[config.mk]
export PLATFORM = sky130hd
export DESIGN_NAME = vlc_4b6b_tx_serializer
export DESIGN_NICKNAME = d
export VERILOG_FILES = /design/src/rtl/vlc_pkg.sv /design/src/rtl/fourBit2SixBit.sv /design/src/rtl/vlc_4b6b_tx_serializer.sv
export SDC_FILE = /design/constraint.sdc
export NUM_CORES = 1
export LEC_CHECK = 0
export ABC_AREA = 1
export BUFFER_PORTS_ARGS = -buffer_cell sky130_fd_sc_hd__buf_4
export CORE_ASPECT_RATIO = 0.5
export CORE_MARGIN = 2
export CORE_UTILIZATION = 50
export CTS_BUF_LIST = sky130_fd_sc_hd__clkbuf_2 sky130_fd_sc_hd__clkbuf_4 sky130_fd_sc_hd__clkbuf_8
export DETAILED_ROUTE_END_ITERATION = 8
export HOLD_SLACK_MARGIN = 0.06
export PLACE_DENSITY = 0.67
export REMOVE_ABC_BUFFERS = 1
export SYNTH_ARGS = -nofsm -noshare
export SYNTH_HDL_FRONTEND = slang
export SYNTH_SLANG_ARGS = --single-unit
export TNS_END_PERCENT = 50
[constraint.sdc]
create_clock -name clk -period 5.3 [get_ports clk]
set_clock_uncertainty 0.05 [all_clocks]
set_input_delay 0.53 -clock clk [delete_from_list [all_inputs] [get_ports clk]]
set_output_delay 0.53 -clock clk [all_outputs]
set_load 0.1 [all_outputs]
[src/rtl/vlc_pkg.sv]
// Shared definitions for the VLC 4B6B line stage.
// Holds the transmit FSM state type, the default start-of-frame delimiter
// and the 4B6B code table (also used by the receive-side decoder).
package vlc_pkg;

    // Transmit FSM states
    typedef enum logic [1:0] {
        S_IDLE     = 2'd0,
        S_PREAMBLE = 2'd1,
        S_SFD      = 2'd2,
        S_DATA     = 2'd3
    } state_t;

    // Start delimiter; deliberately not a legal 4B6B codeword so the
    // receiver can lock onto it unambiguously.
    localparam logic [5:0] SFD_DEFAULT = 6'b000111;

    // 4B6B code table indexed by nibble value. Every codeword has three
    // ones and three zeros, keeping the LED DC-balanced.
    localparam logic [5:0] ENC_4B6B [16] = '{
        6'b001110, 6'b001101, 6'b010011, 6'b010110,
        6'b010101, 6'b100011, 6'b100110, 6'b100101,
        6'b011001, 6'b011010, 6'b011100, 6'b110001,
        6'b110010, 6'b101001, 6'b101010, 6'b101100
    };

endpackage

[src/rtl/fourBit2SixBit.sv]
// 4B6B nibble encoder (purely combinational table lookup).
// Ports:
//   i_nibble  in   4  nibble to encode
//   o_symbol  out  6  6-bit line symbol, sent MSB first
module fourBit2SixBit
    import vlc_pkg::*;
(
    input  logic [3:0] i_nibble,
    output logic [5:0] o_symbol
);

    assign o_symbol = ENC_4B6B[i_nibble];

endmodule

[src/rtl/vlc_4b6b_tx_serializer.sv]
// Transmit-side VLC line stage. Takes payload bytes over a valid/ready
// handshake, 4B6B-encodes each byte as high nibble then low nibble, and
// sends every frame as preamble + SFD + data symbols, one bit per
// CLK_DIV clocks on the LED drive line.
// Ports:
//   clk          in   1  system clock
//   rst_n        in   1  asynchronous active-low reset
//   tx_data      in   8  payload byte
//   tx_valid     in   1  tx_data / tx_last valid
//   tx_last      in   1  byte is the last one of its frame
//   tx_ready     out  1  holding register empty
//   tx_out       out  1  serial line bit, idle level 0
//   tx_busy      out  1  frame in progress
//   tx_underrun  out  1  one-clock pulse when a frame is aborted for lack of data
// Handshake: a byte is taken on the rising clk edge where tx_valid and
// tx_ready are both high. tx_ready depends only on registered state, so
// a byte is never passed through combinationally in the same cycle.
module vlc_4b6b_tx_serializer
    import vlc_pkg::*;
#(
    parameter int unsigned CLK_DIV      = 16,
    parameter int unsigned PREAMBLE_LEN = 8,
    parameter logic [5:0]  SFD          = SFD_DEFAULT
) (
    input  logic       clk,
    input  logic       rst_n,
    input  logic [7:0] tx_data,
    input  logic       tx_valid,
    input  logic       tx_last,
    output logic       tx_ready,
    output logic       tx_out,
    output logic       tx_busy,
    output logic       tx_underrun
);

    localparam logic [15:0] LP_CNT_LAST = 16'(CLK_DIV - 1);
    localparam logic [7:0]  LP_PRE_LAST = 8'(PREAMBLE_LEN - 1);

    state_t      r_state;
    state_t      w_next_state;

    logic [15:0] r_cnt;        // clock within the current line bit
    logic [7:0]  r_idx;        // bit within preamble, or within SFD/data symbol
    logic        r_low;        // data symbol in flight is the low nibble
    logic [4:0]  r_shift;      // symbol bits still to be sent after the current one
    logic        r_tx_out;
    logic        r_underrun;

    logic [7:0]  r_hold_data;
    logic        r_hold_last;
    logic        r_hold_full;
    logic [7:0]  r_cur_data;
    logic        r_cur_last;

    logic        w_bit_end;
    logic        w_sym_end;
    logic        w_pre_end;
    logic        w_start;
    logic        w_take_hold;
    logic        w_load_low;
    logic        w_frame_done;
    logic        w_underrun;
    logic [7:0]  w_cur_data_next;
    logic [3:0]  w_nibble;
    logic [5:0]  w_symbol;

    // ---------------- bit timing ----------------
    assign w_bit_end = (r_state != S_IDLE) && (r_cnt == LP_CNT_LAST);
    assign w_sym_end = w_bit_end && (r_idx == 8'd5);
    assign w_pre_end = (r_state == S_PREAMBLE) && w_bit_end && (r_idx == LP_PRE_LAST);

    // ---------------- FSM: state register ----------------
    always_ff @(posedge clk or negedge rst_n) begin
        if (!rst_n) begin
            r_state <= S_IDLE;
        end else begin
            r_state <= w_next_state;
        end
    end

    // ---------------- FSM: next state ----------------
    always_comb begin
        w_next_state = r_state;
        case (r_state)
            S_IDLE:     if (w_start)                     w_next_state = S_PREAMBLE;
            S_PREAMBLE: if (w_pre_end)                   w_next_state = S_SFD;
            S_SFD:      if (w_sym_end)                   w_next_state = S_DATA;
            S_DATA:     if (w_frame_done || w_underrun)  w_next_state = S_IDLE;
            default:                                     w_next_state = S_IDLE;
        endcase
    end

    // ---------------- FSM: control outputs ----------------
    always_comb begin
        w_start      = 1'b0;
        w_take_hold  = 1'b0;
        w_load_low   = 1'b0;
        w_frame_done = 1'b0;
        w_underrun   = 1'b0;
        case (r_state)
            S_IDLE: w_start     = r_hold_full;
            S_SFD:  w_take_hold = w_sym_end;
            S_DATA: begin
                if (w_sym_end) begin
                    if (!r_low) begin
                        w_load_low = 1'b1;
                    end else if (r_cur_last) begin
                        w_frame_done = 1'b1;
                    end else if (r_hold_full) begin
                        w_take_hold = 1'b1;
                    end else begin
                        w_underrun = 1'b1;
                    end
                end
            end
            default: ;
        endcase
    end

    // ---------------- encoder and nibble mux ----------------
    // The high symbol is loaded on the same edge that moves hold into cur,
    // so the mux looks at the value cur is about to take.
    assign w_cur_data_next = w_take_hold ? r_hold_data : r_cur_data;
    assign w_nibble        = w_load_low ? r_cur_data[3:0] : w_cur_data_next[7:4];

    fourBit2SixBit u_enc (
        .i_nibble (w_nibble),
        .o_symbol (w_symbol)
    );

    // ---------------- datapath ----------------
    always_ff @(posedge clk or negedge rst_n) begin
        if (!rst_n) begin
            r_cnt       <= '0;
            r_idx       <= '0;
            r_low       <= 1'b0;
            r_shift     <= '0;
            r_tx_out    <= 1'b0;
            r_underrun  <= 1'b0;
            r_hold_data <= '0;
            r_hold_last <= 1'b0;
            r_hold_full <= 1'b0;
            r_cur_data  <= '0;
            r_cur_last  <= 1'b0;
        end else begin
            r_underrun <= w_underrun;
            r_cnt      <= ((r_state == S_IDLE) || w_bit_end) ? 16'd0 : r_cnt + 16'd1;

            // Byte registers. An accept and a move never coincide because
            // tx_ready is low whenever hold is full.
            r_cur_data <= w_cur_data_next;
            r_cur_last <= w_take_hold ? r_hold_last : r_cur_last;
            if (w_take_hold) begin
                r_hold_full <= 1'b0;
            end else if (tx_valid && !r_hold_full) begin
                r_hold_data <= tx_data;
                r_hold_last <= tx_last;
                r_hold_full <= 1'b1;
            end

            // Line output: changes only on PREAMBLE entry or after a bit end
            if (w_start) begin
                r_tx_out <= 1'b1;
                r_idx    <= '0;
            end else if (w_bit_end) begin
                case (r_state)
                    S_PREAMBLE: begin
                        if (w_pre_end) begin
                            r_idx    <= '0;
                            r_tx_out <= SFD[5];
                            r_shift  <= SFD[4:0];
                        end else begin
                            // preamble starts at 1 and alternates
                            r_idx    <= r_idx + 8'd1;
                            r_tx_out <= ~r_tx_out;
                        end
                    end
                    S_SFD, S_DATA: begin
                        if (w_take_hold || w_load_low) begin
                            r_idx    <= '0;
                            r_low    <= w_load_low;
                            r_tx_out <= w_symbol[5];
                            r_shift  <= w_symbol[4:0];
                        end else if (w_frame_done || w_underrun) begin
                            r_idx    <= '0;
                            r_low    <= 1'b0;
                            r_tx_out <= 1'b0;
                        end else begin
                            r_idx    <= r_idx + 8'd1;
                            r_tx_out <= r_shift[4];
                            r_shift  <= {r_shift[3:0], 1'b0};
                        end
                    end
                    default: ;
                endcase
            end
        end
    end

    assign tx_ready    = ~r_hold_full;
    assign tx_out      = r_tx_out;
    assign tx_busy     = (r_state != S_IDLE);
    assign tx_underrun = r_underrun;

endmodule
==> results of run 1 <==
==> cells by family after synthesis <==
| kind of cell | count (synthesis) |
|---|---|
| AND/OR/NAND/NOR | 204 |
| AO/OA/AOI/OAI | 44 |
| XOR/XNOR | 6 |
| adder cells (fa/ha/maj) | 14 |
| flip-flops | 53 |
| multiplexers | 4 |
| buffers and inverters | 61 |
==> final cells by class <==
| type | count | area (µm²) |
|---|---|---|
| Timing Repair Buffer | 15 | 113 |
| Clock buffer | 7 | 90.1 |
| Inverter | 58 | 218 |
| Sequential cell | 53 | 1330 |
| Multi-Input combinational cell | 272 | 1520 |
| Clock inverter | 1 | 30.0 |
| Tap cell | 77 | 96.3 |
| Fill cell | 547 | 2620 |
==> synthesized netlist by cell type, types with 2 or more instances <==
| cell | count | area share |
|---|---|---|
| a21oi_1 | 21 | 0.034 |
| dfrtp_1 | 53 | 0.43 |
| ha_1 | 14 | 0.057 |
| inv_1 | 52 | 0.063 |
| inv_2 | 6 | 0.0073 |
| mux2_2 | 4 | 0.015 |
| nand2_1 | 82 | 0.10 |
| nand2_2 | 7 | 0.014 |
| nand2_4 | 3 | 0.011 |
| nand3_1 | 26 | 0.042 |
| nand3_2 | 5 | 0.016 |
| nand4_1 | 4 | 0.0081 |
| nor2_1 | 47 | 0.057 |
| nor2_2 | 4 | 0.0081 |
| nor2_4 | 3 | 0.011 |
| nor3_1 | 6 | 0.0097 |
| nor3_2 | 2 | 0.0065 |
| nor3b_1 | 7 | 0.017 |
| nor4_1 | 2 | 0.0041 |
| o21a_1 | 2 | 0.0049 |
| o21ai_0 | 12 | 0.019 |
| o21ai_1 | 2 | 0.0032 |
| o22ai_1 | 2 | 0.0041 |
| or2_1 | 3 | 0.0061 |
| xnor2_1 | 2 | 0.0057 |
| xor2_1 | 4 | 0.011 |
==> through the flow <==
step	cells	util	power [mW]
3_3_place_gp	475	0.545	0.791
2_1_floorplan	383	-	0.724
3_5_place_dp	475	0.545	0.803
5_1_grt	483	0.565	1.16
6_report	483	0.565	1.09
4_1_cts	483	0.565	1.10
==> power groups by stage <==
stage | Combinational [mW] | Clock [mW] | Sequential [mW]
3_5_place_dp | 0.313 | 0 | 0.490
3_3_place_gp | 0.305 | 0 | 0.486
5_1_grt | 0.351 | 0.319 | 0.488
6_report | 0.314 | 0.298 | 0.482
4_1_cts | 0.316 | 0.302 | 0.482
2_1_floorplan | 0.226 | 0 | 0.498
==> critical path, delay by kind of cell, from the launching register on <==
family / cells / cell delay (ns)
flops: 1 / 0.40
fa+ha+maj: 2 / 0.52
buf+inv: 3 / 0.43
simple gates: 11 / 1.21
compound gates: 2 / 0.31
==> cell usage in the layout, fill, tap and decap left out, types with 3 or more instances in the layout <==
cell      Yosys  final
nand4_1       4      4
ha_1         14     14
inv_2         6      6
nand3_1      26     26
inv_1        52     52
o21ai_0      12     12
nor2_4        3      3
dfrtp_1      53     53
nand2_4       3      3
nand3_2       5      5
nor2_2        4      4
a21oi_1      21     21
nor2_1       47     47
or2_1         3      3
mux2_2        4      4
nor3_1        6      6
xor2_1        4      4
clkbuf_8      0      6
nand2_1      82     82
nor3b_1       7      7
buf_4         0     15
nand2_2       7      7
==> worst max-delay path by stage <==
stage | endpoint | slack (ns) | depth (start not counted)
6_report | r_shift[1] | 2.27 | 18
5_1_grt | r_shift[1] | 1.92 | 18
4_1_cts | r_shift[1] | 2.28 | 18
3_5_place_dp | r_shift[1] | 2.30 | 18
3_3_place_gp | r_shift[1] | 2.48 | 17
2_1_floorplan | r_shift[1] | 2.06 | 18
==> state kept, by name (all words and copies together), names as in the netlist <==
register / count
r_idx: 8
r_cur_data: 8
r_shift: 5
r_hold_last: 1
r_cur_last: 1
r_hold_data: 8
r_hold_full: 1
r_low: 1
r_state: 2
tx_out: 1
tx_underrun: 1
r_cnt: 16
==> layer usage <==
| metal | share of wire | global-route usage | vias to the layer above |
|---|---|---|---|
| li1 | - | - | 1267 |
| met1 | 0.50 | 0.254 | 1155 |
| met2 | 0.47 | 0.343 | 26 |
| met3 | 0.022 | 0.0399 | 6 |
| met4 | 0.0074 | 0.0413 | 0 |
| met5 | 0 | 0 | - |
==> impl_metrics.yaml, run 1 <==
clock_network:
  cts_hold_buffers: 0
  postCtsSetupRepairBufs: 0
  tritoncts: "built"
  cts_buffer_depth: 2
  cts.clk_slew.worst_paths_ns: 0.10
  cts-resized-gates: 0
  htree_levels: 2
  clk_latency_ns: 0.31
  numCtsBuffers: 5
  clockRootBuffer: "clkbuf_8"
  cts_num_sinks: 53
floorplanning:
  core_mm2: 0.00601
  dieArea_mm2: 0.00685
  die_w_um: 115
  start_util: 0.513
  row_count: 20
  num_io_pins: 16
  die_h_um: 59.5
synth:
  synth_compound_area_frac: 0.0824
  syn_inst: 386
  synthSimpleGateAreaFrac: 0.322
  avgSynthCellArea_um2: 7.98
  synth_area_mm2: 0.00308
  synth_edf_count: 0
  synthArstFlopShare: 1.00
  seq_area_frac_synth: 0.430
  synth_seq_cells: 53
  muxShareOfSynthArea: 0.0146
  synth_top_flop_cell: "dfrtp_1"
  synthXorXnorAreaFrac: 0.0171
  synth_cell_types: 37
  synth_fa_ha_area_frac: 0.0568
  synth_top_family_by_area: "simple AND/OR/NAND/NOR gates"
  yosysWarnings: 0
status:
  outcome: "completed"
global_routing:
  antenna_found_initial: 0
  grt_pass1_vias: 2409
  grt_first_pass_wirelength_mm: 10.5
  grtUsageTotal: 0.195
  overflow: 0
  grt_max_degree: 54
job:
  max_cap_violations: 0
worst_setup_path:
  crit_start: "r_state[0]"
  crit_arrival_ns: 3.18
  crit_type: "reg2reg"
  reg2reg_slack_ns: 2.27
  reg2reg_from: "r_state[0]"
  cpMaxStageDelayCell: "dfrtp_1"
  worstReg2RegEnd: "r_shift[1]"
  critPathCaptureType: "register"
  slowest_delay_ns: 0.40
  r2r_cells: 18
  cpMostUsedCell: "nand2_1"
  path_max_fanout: 14
  path_cells: "inv_1, ha_1, inv_1, nand3_2, nor2_4, nand2_4, nand2_1, nand2_1, o21ai_2, inv_1, ha_1, or2_2, nand2_1, nand2_1, nand2_1, nand2_1, nand2_1, a21oi_1"
  start_kind: "register"
  required_ns: 5.46
place:
  dpl_cell_area_mm2: 0.00327
  port_buffers: 15
  dp_hpwl_mm: 4.52
  gp_congestion: 0.764
  pre_cts_ws_ns: 2.30
sta:
  setup_ws_ns: 2.27
  max_freq_ghz: 0.330
  slew_headroom: 0.551
  worst_pin_slew_ns: 0.673
  fin_setup_tns_ns: 0
  slew_violations: 0
  period_needed_ns: 3.03
  rsz0062_at_grt: "false"
  period_share: 0.571
  setup_viol: 0
  whs_ns: 0.203
  finalHoldViolations: 0
cells_and_area:
  areaGrowthSynthToFinish_pct: 10.0
  finalInstanceArea_mm2: 0.00339
  layout.nets: 431
  n_antenna_cell: 0
  drive_gt1_frac: 0.153
detailed_routing:
  drt_wl_total_mm: 5.91
  remaining_drc_errors: 0
  via_per_inst: 5.08
  num_vias: 2454
  wire_per_inst_um: 12.2
  ant_nets: 0
  dr.pass1.iters: 4
  drt_iter0_drc: 121
power_and_ir_drop:
  power_frac_seq: 0.441
  p_sw_frac: 0.357
  internal_power_mw: 0.703
  p_per_area_mw_per_mm2: 322
  power_frac_clock: 0.272
  p_leak_nw: 1.71
  peakVddDrop_mv: 0.164
  p_sw_mw: 0.390
  pwr-share-comb: 0.287
hold_path:
  min_path_type: "in2async"
(Power assumes the default switching activity.)
==> inputs of run 2 (changes only) <==
--- a/config.mk
+++ b/config.mk
@@ -5,7 +5,7 @@
 export SDC_FILE = /design/constraint.sdc
 export NUM_CORES = 1
 export LEC_CHECK = 0
-export ABC_AREA = 1
+export ABC_AREA = 0
 export BUFFER_PORTS_ARGS = -buffer_cell sky130_fd_sc_hd__buf_4
 export CORE_ASPECT_RATIO = 0.5
 export CORE_MARGIN = 2
@@ -13,7 +13,7 @@
 export CTS_BUF_LIST = sky130_fd_sc_hd__clkbuf_2 sky130_fd_sc_hd__clkbuf_4 sky130_fd_sc_hd__clkbuf_8
 export DETAILED_ROUTE_END_ITERATION = 8
 export HOLD_SLACK_MARGIN = 0.06
-export PLACE_DENSITY = 0.67
+export PLACE_DENSITY = 0.7
 export REMOVE_ABC_BUFFERS = 1
 export SYNTH_ARGS = -nofsm -noshare
 export SYNTH_HDL_FRONTEND = slang
==> constraint.sdc (replaced) <==
create_clock -name clk -period 2.55 [get_ports clk]
set_clock_uncertainty 0.05 [all_clocks]
set_input_delay 0.255 -clock clk [delete_from_list [all_inputs] [get_ports clk]]
set_output_delay 0.255 -clock clk [all_outputs]
set_load 0.1 [all_outputs]
==> impl_metrics.yaml, run 2 <==
detailed_routing:
  via_per_inst: 5.62
  num_vias: 2586
  ant_nets: 0
  dr.pass1.iters: 4
  drt_iter0_drc: 129
  remaining_drc_errors: 0
  drt_wl_total_mm: 7.07
  wire_per_inst_um: 15.4
clock_network:
  cts.clk_slew.worst_paths_ns: 0.09
  clockRootBuffer: "clkbuf_8"
  clk_latency_ns: 0.31
  numCtsBuffers: 5
  tritoncts: "built"
  cts_buffer_depth: 2
  cts_num_sinks: 52
  htree_levels: 2
worst_setup_path:
  critPathCaptureType: "register"
  required_ns: 2.71
  r2r_cells: 13
  path_max_fanout: 3
  reg2reg_slack_ns: -0.29
  crit_arrival_ns: 3.00
  start_kind: "register"
  crit_type: "reg2reg"
synth:
  synth_most_common_cell: "dfrtp_1"
  synth_cell_types: 55
  synth_edf_count: 0
  synth_seq_cells: 52
  seq_area_frac_synth: 0.430
  muxShareOfSynthArea: 0.0922
  synth_common_cells: "52 x dfrtp_1, 34 x nor2_1, 21 x o21ai_0"
  synthSimpleGateAreaFrac: 0.209
  synth_area_leader_cell: "dfrtp_1"
  synth_fa_ha_area_frac: 0.0579
  yosysWarnings: 0
  synth_top_flop_cell: "dfrtp_1"
  synth_compound_area_frac: 0.129
  syn_inst: 300
  avgSynthCellArea_um2: 10.1
  synth_top_area_share: 0.430
  synthTopCellsByArea: "dfrtp_1 43%, mux2_2 7.1%, ha_1 5.8%"
  synth_top_family_by_area: "simple AND/OR/NAND/NOR gates"
  synthXorXnorAreaFrac: 0.0405
  synthArstFlopShare: 1.00
  synth_area_mm2: 0.00303
power_and_ir_drop:
  p_sw_frac: 0.359
  internal_power_mw: 1.64
  p_sw_mw: 0.922
  p_leak_nw: 1.87
  pwr-share-comb: 0.428
  p_per_area_mw_per_mm2: 643
  power_frac_clock: 0.202
  power_frac_seq: 0.369
  peakVddDrop_mv: 0.367
cells_and_area:
  final_common_cell: "buf_4"
  areaGrowthSynthToFinish_pct: 32.0
  utilization: 0.706
  largest_reg_flops: 16
  layout.nets: 412
  n_antenna_cell: 0
  fillers: 439
  final_cell_mix: "84 x buf_4, 52 x dfrtp_1, 30 x nor2_1, 18 x nand2_1, 18 x o21ai_0"
  seq_area_mm2: 0.00130
  multi_input_area_mm2: 0.00178
  drive_gt1_frac: 0.403
  reg_top3: "r_cnt x16, r_hold_data x8, r_idx x8"
  top_register: "r_cnt"
status:
  violations: "setup timing"
  outcome: "complete, but fails checks"
floorplanning:
  start_util: 0.535
  core_mm2: 0.00566
  dieArea_mm2: 0.00673
  row_count: 19
  die_h_um: 59.0
  die_w_um: 114
  num_io_pins: 16
place:
  port_buffers: 15
  dp_hpwl_mm: 4.98
  gp_congestion: 0.813
hold_path:
  hold_depth: 3
  min_path_type: "in2reg"
global_routing:
  grtUsageMet3: 0.0440
  grt_first_pass_wirelength_mm: 11.6
  grtUsageTotal: 0.221
  use_met2: 0.361
  overflow: 0
  use_met1: 0.299
  antenna_found_initial: 0
  grt_pass1_vias: 2526
  busiest_layer: "met2"
  grt_max_degree: 53
sta:
  finalHoldViolations: 0
  period_needed_ns: 2.84
  slew_headroom: 0.554
  fin_setup_tns_ns: -1.48
  setup_viol: 6
  rsz0062_at_grt: "true"
  max_freq_ghz: 0.352
  period_share: 1.12
  setup_ws_ns: -0.294
  worst_pin_slew_ns: 0.668
  slew_violations: 0
job:
  max_cap_violations: 0
## run 2: cell types whose count changed after synthesis, moves of 7 or more
cell,before,now
a21oi_1,21,11
mux2_2,4,19
inv_1,52,16
nand2_2,7,0
nand2_1,82,18
nand3_1,26,8
o21ai_0,12,21
nor2_1,47,34
## run 2: worst paths after layout
path	startpoint	to
min in group asynchronous	rst_n	r_hold_data[2]
worst max register to register	r_state[1]	r_shift[0]
max in group asynchronous	rst_n	r_cnt[13]
worst max-delay path	r_state[1]	r_shift[0]
worst min-delay path	tx_data[6]	r_hold_data[6]
worst min register to register	r_cur_last	tx_underrun
## run 2: layout make-up
type / instances / area share
Multi-Input combinational cell: 224 / 0.445
Sequential cell: 52 / 0.326
Timing Repair Buffer: 87 / 0.166
Clock buffer: 8 / 0.0244
Tap cell: 73 / 0.0229
Inverter: 16 / 0.0157
## run 2: layer usage
layer / wire length, µm / share of wire
met4: 113 / 0.016
met2: 3400 / 0.48
met5: 0 / 0
met3: 254 / 0.036
met1: 3300 / 0.47
## run 2: kinds of logic (layout without fill, tap and decap cells)
| group | count (synthesis) | in the layout |
|---|---|---|
| simple gates | 110 | 110 |
| buf+inv | 24 | 111 |
| fa+ha+maj | 14 | 14 |
| xor+xnor | 14 | 14 |
| flops | 52 | 52 |
| mux | 25 | 25 |
| compound gates | 61 | 61 |
## run 2: metrics by stage
stage | setup slack, ns | cells | power [mW] | hold slack (ns) | cell area [µm²]
global placement | -0.370 | 445 | 1.89 | 0.271 | 3650
finish | -0.294 | 460 | 2.57 | 0.0937 | 3990
detailed placement | -0.419 | 445 | 1.93 | 0.287 | 3650
floorplan | -1.01 | 292 | 1.52 | -0.0906 | 2960
global route | -0.417 | 460 | 2.72 | 0.108 | 3990
CTS | -0.336 | 457 | 2.50 | 0.0901 | 3840
## run 2: power groups by stage
stage | clock network, mW | registers [mW] | logic (mW)
after floorplan | 0 | 0.970 | 0.555
after detailed placement | 0 | 0.960 | 0.966
after global placement | 0 | 0.955 | 0.939
after CTS | 0.531 | 0.945 | 1.03
after global routing | 0.557 | 0.956 | 1.21
final | 0.519 | 0.948 | 1.10
## run 2: worst max-delay path: stages (launching register included)
cell and delay, ns:
dfrtp_1 0.38, inv_2 0.06, ha_4 0.15, and4b_1 0.26
and4_4 0.26, nand2b_4 0.07, nor2_4 0.11, mux2_4 0.33
mux2i_4 0.17, buf_6 0.15, ha_4 0.20, mux2i_1 0.15
o221ai_1 0.13, mux2_4 0.27
## run 2: what timing repair did
item                       4_1_cts  5_1_grt
setup endpoints to repair        7       13
buffers inserted                 3        3
hold endpoints to repair        52        0
resized for setup               17       32
hold buffers                     1        0
pin swaps                        7        9
==> inputs of run 3 (changes only) <==
--- a/config.mk
+++ b/config.mk
@@ -7,7 +7,7 @@
 export LEC_CHECK = 0
 export ABC_AREA = 0
 export BUFFER_PORTS_ARGS = -buffer_cell sky130_fd_sc_hd__buf_4
-export CORE_ASPECT_RATIO = 0.5
+export CAP_MARGIN = 0
 export CORE_MARGIN = 2
 export CORE_UTILIZATION = 50
 export CTS_BUF_LIST = sky130_fd_sc_hd__clkbuf_2 sky130_fd_sc_hd__clkbuf_4 sky130_fd_sc_hd__clkbuf_8
==> impl_metrics.yaml, run 3 (synthesis gave the netlist of run 2 again) <==
status:
  outcome: "complete, but fails checks"
  violations: "setup timing"
floorplanning:
  core_mm2: 0.00589
  die_h_um: 81.8
  dieArea_mm2: 0.00669
  row_count: 28
  start_util: 0.514
  num_io_pins: 16
  die_w_um: 81.8
global_routing:
  grtUsageTotal: 0.220
  grt_first_pass_wirelength_mm: 11.4
  grt_max_degree: 53
  grt_pass1_vias: 2512
  overflow: 0
  antenna_found_initial: 0
power_and_ir_drop:
  total_power_mw: 2.66
  p_sw_mw: 0.969
  power_frac_clock: 0.223
  power_frac_seq: 0.356
  peakVddDrop_mv: 0.482
  internal_power_mw: 1.70
  p_sw_frac: 0.364
  pwr-share-comb: 0.421
  p_leak_nw: 1.90
  p_per_area_mw_per_mm2: 657
cells_and_area:
  final_common_cell: "buf_4"
  final_cell_mix: "86 x buf_4, 52 x dfrtp_1, 31 x nor2_1, 20 x o21ai_0, 18 x nand2_1"
  reg_top3: "r_cnt x16, r_hold_data x8, r_idx x8"
  areaGrowthSynthToFinish_pct: 34.1
  n_antenna_cell: 0
  drive_gt1_frac: 0.411
  layout.nets: 417
  largest_reg_flops: 16
  stdcell_count: 467
  top_register: "r_cnt"
clock_network:
  tritoncts: "built"
  numCtsBuffers: 5
  htree_levels: 2
  cts_num_sinks: 52
  clk_latency_ns: 0.32
  cts.clk_slew.worst_paths_ns: 0.10
  cts_buffer_depth: 2
  clockRootBuffer: "clkbuf_8"
worst_setup_path:
  path_max_fanout: 3
  start_kind: "register"
  required_ns: 2.71
  crit_type: "reg2reg"
  crit_arrival_ns: 3.17
  critPathCaptureType: "register"
place:
  dp_hpwl_mm: 4.85
  gp_congestion: 0.840
  pre_cts_ws_ns: -0.417
  place_inst: 446
  port_buffers: 15
detailed_routing:
  drt_wl_total_mm: 7.48
  wire_per_inst_um: 16.0
  remaining_drc_errors: 0
  dr.pass1.iters: 4
  drt_iter0_drc: 138
  num_vias: 2643
  via_per_inst: 5.66
  ant_nets: 0
sta:
  setup_viol: 14
  slew_headroom: 0.562
  period_share: 1.18
  slew_violations: 0
  worst_pin_slew_ns: 0.657
  whs_ns: 0.0801
  max_freq_ghz: 0.333
  period_needed_ns: 3.01
  rsz0062_at_grt: "true"
  setup_ws_ns: -0.457
  finalHoldViolations: 0
hold_path:
  min_path_type: "in2reg"
job:
  max_cap_violations: 0
[run 3: cell type report]
type                       instances  area, µm²
inverter                          16       62.6
fill                             439       1830
sequential                        52       1300
tap                               75       93.8
clock buffer                       5       68.8
multi-input combinational        224       1770
timing repair buffer              92        712
clock inverter                     3       46.3
[run 3: critical path, cell delays in order (launching register included)]
cell and delay, ns:
dfrtp_1 0.39, inv_2 0.07, ha_4 0.15, and4b_1 0.26, and4_1 0.26, nand2b_1 0.11, nor2_2 0.17, mux2_4 0.34
mux2i_4 0.18, inv_2 0.09, ha_4 0.15, and2_4 0.13, o211ai_2 0.16, o311ai_1 0.11, mux2_4 0.26
[run 3: final timing paths]
check,from,endpoint,slack (ns),depth (start not counted)
setup / recovery,r_state[1],r_shift[1],-0.46,14
hold reg to reg,r_cur_last,tx_underrun,0.44,1
setup reg to reg,r_state[1],r_shift[1],-0.46,14
min in group asynchronous,rst_n,r_idx[7],0.44,2
max in group asynchronous,rst_n,r_hold_data[4],1.56,2
hold / removal,tx_data[6],r_hold_data[6],0.08,3
[run 3: power by group through the flow]
stage	registers, mW	clock network [mW]	logic [mW]
2_1_floorplan	0.970	0	0.555
3_3_place_gp	0.954	0	0.980
3_5_place_dp	0.958	0	0.994
4_1_cts	0.945	0.606	1.03
5_1_grt	0.956	0.634	1.21
6_report	0.949	0.593	1.12
[run 3: through the flow]
step,setup TNS [ns],utilization,instance area [µm²]
final,-3.21,0.689,4060
after global routing,-4.65,0.689,4060
after CTS,-1.50,0.656,3860
after detailed placement,-2.28,0.620,3650
after global placement,-1.59,0.620,3650
after floorplan,-7.42,-,2960
[run 3: repair_timing]
| action | CTS | global route |
|---|---|---|
| pin swaps | 7 | 17 |
| gates resized for setup | 14 | 33 |
| endpoints found under the hold margin | 52 | 0 |
| setup buffers | 5 | 10 |
| hold buffers | 1 | 0 |
| setup endpoints to repair | 6 | 18 |
[run 3: per-layer routing]
metal	up-vias	track usage	wire length (µm)
li1	1252	-	-
met1	1310	0.298	3360
met2	68	0.362	3630
met3	13	0.0374	361
met4	0	0.0700	141
met5	-	0	0
